<file path="config.mk">
export PLATFORM = sky130hd
export DESIGN_NAME = reg_serial_tx
export DESIGN_NICKNAME = d
export VERILOG_FILES = /design/src/rtl/reg_serial_tx_pkg.sv /design/src/rtl/piso_shift_reg.sv /design/src/rtl/reg_serial_tx.sv
export SDC_FILE = /design/constraint.sdc
export NUM_CORES = 1
export LEC_CHECK = 0
export CORE_UTILIZATION = 25
export CTS_BUF_LIST = sky130_fd_sc_hd__clkbuf_8 sky130_fd_sc_hd__clkbuf_16
export DETAILED_ROUTE_END_ITERATION = 10
export GPL_TIMING_DRIVEN = 1
export MAX_ROUTING_LAYER = met4
export SYNTH_ARGS = -nofsm -noshare
export SYNTH_HDL_FRONTEND = slang
export SYNTH_HIERARCHICAL = 1
export SYNTH_SLANG_ARGS = --single-unit
</file>
<file path="constraint.sdc">
create_clock -name clk -period 2.93 [get_ports clk]
set_input_delay 0.586 -clock clk [delete_from_list [all_inputs] [get_ports clk]]
set_output_delay 0.586 -clock clk [all_outputs]
set_load 0.005 [all_outputs]
</file>
<file path="src/rtl/reg_serial_tx_pkg.sv">
// Shared definitions for the serial link transmitter and its receiver.
// State encodings and the default word width live here.
package reg_serial_tx_pkg;

   localparam int WORD_W = 16;

   typedef enum logic [1:0] {
      ST_IDLE  = 2'd0,
      ST_SHIFT = 2'd1,
      ST_PAR   = 2'd2
   } state_t;

endpackage

</file>
<file path="src/rtl/piso_shift_reg.sv">
// Parallel-in serial-out word register; msb is the next bit to send.
module piso_shift_reg
   import reg_serial_tx_pkg::*;
#(
   parameter int N = WORD_W
) (
   input  logic         clk,
   input  logic         reset,
   input  logic         load,
   input  logic         shift,
   input  logic [N-1:0] d,
   output logic         msb
);

   logic [N-1:0] q;

   always_ff @(posedge clk) begin
      if (!reset) begin
         q <= '0;
      end else if (load) begin
         q <= d;
      end else if (shift) begin
         q <= {q[N-2:0], 1'b0};
      end
   end

   assign msb = q[N-1];

endmodule

</file>
<file path="src/rtl/reg_serial_tx.sv">
// MSB-first parallel-to-serial transmitter with valid/ready intake.
// Define PARITY_EN to append an even-parity bit to every frame.
module reg_serial_tx
   import reg_serial_tx_pkg::*;
#(
   parameter  int N     = WORD_W,
   localparam int CNT_W = $clog2(N + 1)
) (
   input  logic         clk,
   input  logic         reset,
   input  logic [N-1:0] in_data,
   input  logic         in_valid,
   output logic         in_ready,
   output logic         ser_out,
   output logic         ser_frame,
   output logic         busy,
   output logic         done
);

   state_t           state;
   logic [CNT_W-1:0] count;
   logic             load;
   logic             shift;
   logic             msb;

   assign in_ready = (state == ST_IDLE);
   assign busy     = ~in_ready;
   assign load     = in_valid & in_ready;
   assign shift    = (state == ST_SHIFT) && (count != '0);

   // The register is loaded pre-shifted: bit N-1 goes straight to ser_out.
   piso_shift_reg #(.N(N)) u_sreg (
      .clk   (clk),
      .reset (reset),
      .load  (load),
      .shift (shift),
      .d     ({in_data[N-2:0], 1'b0}),
      .msb   (msb)
   );

`ifdef PARITY_EN
   logic par;

   always_ff @(posedge clk) begin
      if (!reset) begin
         par <= 1'b0;
      end else if (load) begin
         par <= ^in_data;
      end
   end
`endif

   always_ff @(posedge clk) begin
      if (!reset) begin
         state     <= ST_IDLE;
         count     <= '0;
         ser_out   <= 1'b0;
         ser_frame <= 1'b0;
         done      <= 1'b0;
      end else begin
         done <= 1'b0;
         unique case (state)
            ST_IDLE: begin
               if (in_valid) begin
                  state     <= ST_SHIFT;
                  count     <= CNT_W'(N - 1);
                  ser_out   <= in_data[N-1];
                  ser_frame <= 1'b1;
               end
            end
            ST_SHIFT: begin
               // Test for zero before decrementing so count never wraps.
               if (count == '0) begin
`ifdef PARITY_EN
                  state   <= ST_PAR;
                  ser_out <= par;
`else
                  state     <= ST_IDLE;
                  ser_frame <= 1'b0;
                  done      <= 1'b1;
`endif
               end else begin
                  count   <= count - 1'b1;
                  ser_out <= msb;
               end
            end
`ifdef PARITY_EN
            ST_PAR: begin
               state     <= ST_IDLE;
               ser_frame <= 1'b0;
               done      <= 1'b1;
            end
`endif
            default: begin
               state     <= ST_IDLE;
               ser_frame <= 1'b0;
            end
         endcase
      end
   end

endmodule

</file>
==> results.md <==
- Status: finished clean
- CTS Hold Buffers Added: 0
- Global-route wire length before repair: around 4000 um
- Critical Path AT: 1.44 ns
- Post-Route Utilization: roughly a third
- Largest incremental delay on the critical path: 0.58 ns
- Fin Setup TNS: 0 ns
- Ports placed on the boundary: 24
- Number of design-rule violations left by the first detailed-router iteration: 35
- Sequence of cells on the critical path: inv_1 > clkdlybuf4s50_1
- TritonCTS buffer count: 3
- Pwr dens: 491 mW/mm^2
- Int Pwr: approximately 0.57 mW
- Antenna violations before repair: 0
- Total setup violations reported at the end of the flow: 0
- Seq cells post-synth: 24
- Worst r2r path cells: 7
- Die span in y: 72.5 um
- EDFF count, synth: 0
- Sequential fraction of the synthesis area: between 30% and 40%
- Number of setup buffers added after CTS: 0
- Post-Syn Nets: around 130
- Share of power burned in combinational logic: 24.5%
- Cell type with the highest aggregate area in the netlist: sky130_fd_sc_hd__dfxtp_1
- Top cell type's share of synthesized area: between 30% and 40%
- Routed Antenna Nets: 0
- Cell with the most instances after synthesis: sky130_fd_sc_hd__dfxtp_1
- Worst setup path end: in_ready
- Reg2Reg Launch Point: count[0]
- DRC: 0
- Number of antenna cells inserted: 0
- Register area: 480 um^2
- Global placer's final weighted congestion: 0.685
- Time the final worst path needs with I/O delays and setup: a little over 2 ns
- Via-per-instance ratio: 4.44
- Clock tree buffer depth: 2
- Number of H-tree branching levels: 1
- Count of cells resized by post-cts repair: 0
- Largest fanout on the critical path: 13
- Number of violations of the max-capacitance limit: 0
- Setup ws final: about 0.91 ns
- Nets: 155
- Most frequent cells after synthesis: sky130_fd_sc_hd__dfxtp_1 (24), sky130_fd_sc_hd__nand2b_1 (15), sky130_fd_sc_hd__o211a_1 (15)
- Standard cell core area: roughly 0.0048 mm^2
- Leading cell types by total area after synthesis: sky130_fd_sc_hd__dfxtp_1 (39%), sky130_fd_sc_hd__o211a_1 (12%), sky130_fd_sc_hd__mux2_4 (11%), sky130_fd_sc_hd__nand2b_1 (7.6%), sky130_fd_sc_hd__mux2_2 (6.3%)
- Via count: 888
- Number of standard-cell rows in the floorplan: 25
- Grt total ovfl: 0
- CTS tree: done
- Mean Syn Cell Area: 11.0 um^2
- Number of sinks handled by clock tree synthesis: 24
- Final routed wirelength across all metal layers: between 2000 and 2500 um
- Share of the clock period used by the worst path: between 60% and 70%
- FFs w/ async S/R, synth: 0%
- Relative area change from synthesis to final layout: 24.6%
- Type of the setup path with the least slack: reg -> out
- Share of layout cells above drive strength 1: 18.8%
- Gate Count Post-Synth: between 100 and 150
- FF-to-FF End: u_sreg/q[12]
- Count of buffers inserted at the top-level ports: 23
- Synth unique cells: 31
- Multi-input logic area: roughly 690 um^2
- Critical path required time: approximately 2.3 ns
- Fmax: roughly 490 MHz
- Min-delay worst type: reg -> reg
- Startpoint Class: register
- Die Area: 0.00526 mm^2
- Headroom to the max-slew limit: a little under half
- Worst-case vdd ir drop: 0.255 mV
- Leakage power figure: 0.718 nW
- Part of the total power dissipated in sequential elements: between 50% and 60%
- Max Transition Viols Final: 0
- Number of warnings issued by yosys: 6
- Worst slack, placed: 0.859 ns
- Fill cell instance count of the final layout: 505
- Detail Placement HPWL: 1580 um
- Switch share: between 20% and 30%
- Final-report hold violation count: 0
- Vias in the first global route: between 800 and 900
- Drt wl/cell: between 10 and 15 um
- Mapped cell area: roughly 0.0012 mm^2
- DRT Pass-1 Iters: 4
- Worst reg2reg setup slack: between 0.9 and 1 ns
- Slowest stage cell, crit path: sky130_fd_sc_hd__dfxtp_1
- Proportion of power drawn by the clock network: about a quarter
- Kind of end point of the critical path: output port
- Unrepaired setup endpoints after global routing: no
- CTS clock-pin slew for the worst setup and hold paths: about 0.080 ns
- Latest clock arrival within the worst-skew pair: 0.26 ns
- Horizontal die dimension: approximately 72 um
- Initial standard-cell utilization of the core: between 20% and 30%
- Post-synth top flop: sky130_fd_sc_hd__dfxtp_1
- Worst Setup SP: ser_frame
- Psw: between 0.15 and 0.2 mW
- Clock tree root buffer cell: sky130_fd_sc_hd__clkbuf_8
- Global Route Usage Sum: under 10%
- Maximum number of pins on one net before global-route repair: 36
- Least-Margin Pin Slew: ~0.8 ns
- Maximum clock skew at final layout: 0.00322 ns
==> logic make-up after synthesis <==
family	count (synthesis)	share of synthesized area [%]
and+or+nand+nor	32	16.6
AOI/OAI and AO/OA	27	19.0
DFF	24	38.7
muxes	17	18.0
buffers and inverters	11	6.34
adders and majority gates	1	1.01
other	1	0.302
==> stage by stage <==
stage	area (um^2)	total power, mW	cells	hold slack, ns
after floorplan	1240	0.529	113	0.479
after global placement	1510	0.570	197	0.494
after detailed placement	1510	0.579	197	0.507
after CTS	1550	0.771	200	0.520
after global routing	1550	0.807	200	0.554
final	1550	0.760	200	0.516
==> registers in the layout (all words and copies together) (netlist names) <==
| register | count |
|---|---|
| u_sreg/q | 16 |
| ser_out | 1 |
| count | 5 |
| done | 1 |
| ser_frame | 1 |
==> placed cells by master (no fill, tap or decap), drive strengths merged, types with 5 or more instances in the layout <==
cell,count
nand2,5
nand2b,15
clkdlybuf4s50,23
dfxtp,24
o211a,15
mux2,16
==> power groups by stage <==
| stage | Sequential (mW) | Clock (mW) | Combinational (mW) |
|---|---|---|---|
| after detailed placement | 0.392 | 0 | 0.187 |
| final | 0.384 | 0.190 | 0.186 |
| after global placement | 0.389 | 0 | 0.180 |
| after global routing | 0.389 | 0.214 | 0.203 |
| after floorplan | 0.382 | 0 | 0.146 |
| after CTS | 0.384 | 0.199 | 0.188 |
==> how the worst min path moves through the flow <==
stage                     startpoint  endpoint  slack [ns]  depth (start not counted)
after global placement      count[4]  count[4]        0.49                          2
after global routing        count[4]  count[4]        0.55                          2
after detailed placement    count[4]  count[4]        0.51                          2
final                       count[4]  count[4]        0.52                          2
after floorplan             count[4]  count[4]        0.48                          2
after CTS                   count[4]  count[4]        0.52                          2
==> routing by layer <==
| layer | vias up | wire, um | share of wire (%) | global-route usage [%] |
|---|---|---|---|---|
| met3 | 0 | 107 | 4.7 | 3.47 |
| met2 | 23 | 1080 | 48 | 16.4 |
| met1 | 419 | 1070 | 47 | 11.9 |
| met5 | - | 0 | 0 | - |
| li1 | 446 | - | - | - |
| met4 | 0 | 0 | 0 | 0.654 |
==> final cells by class <==
class / count / share of cell area (%)
well taps: 67 / 5.42
repair buffers: 25 / 15.8
inverters: 3 / 0.728
flip-flops and latches: 24 / 31.0
clock buffers: 3 / 2.67
multi-input cells: 78 / 44.3
==> critical path, delay by kind of cell, from the launching register on <==
family                 cells  cell delay [ns]
DFF                        1             0.58
buffers and inverters      2             0.60
Note: power is estimated with default switching activity, not from simulation.
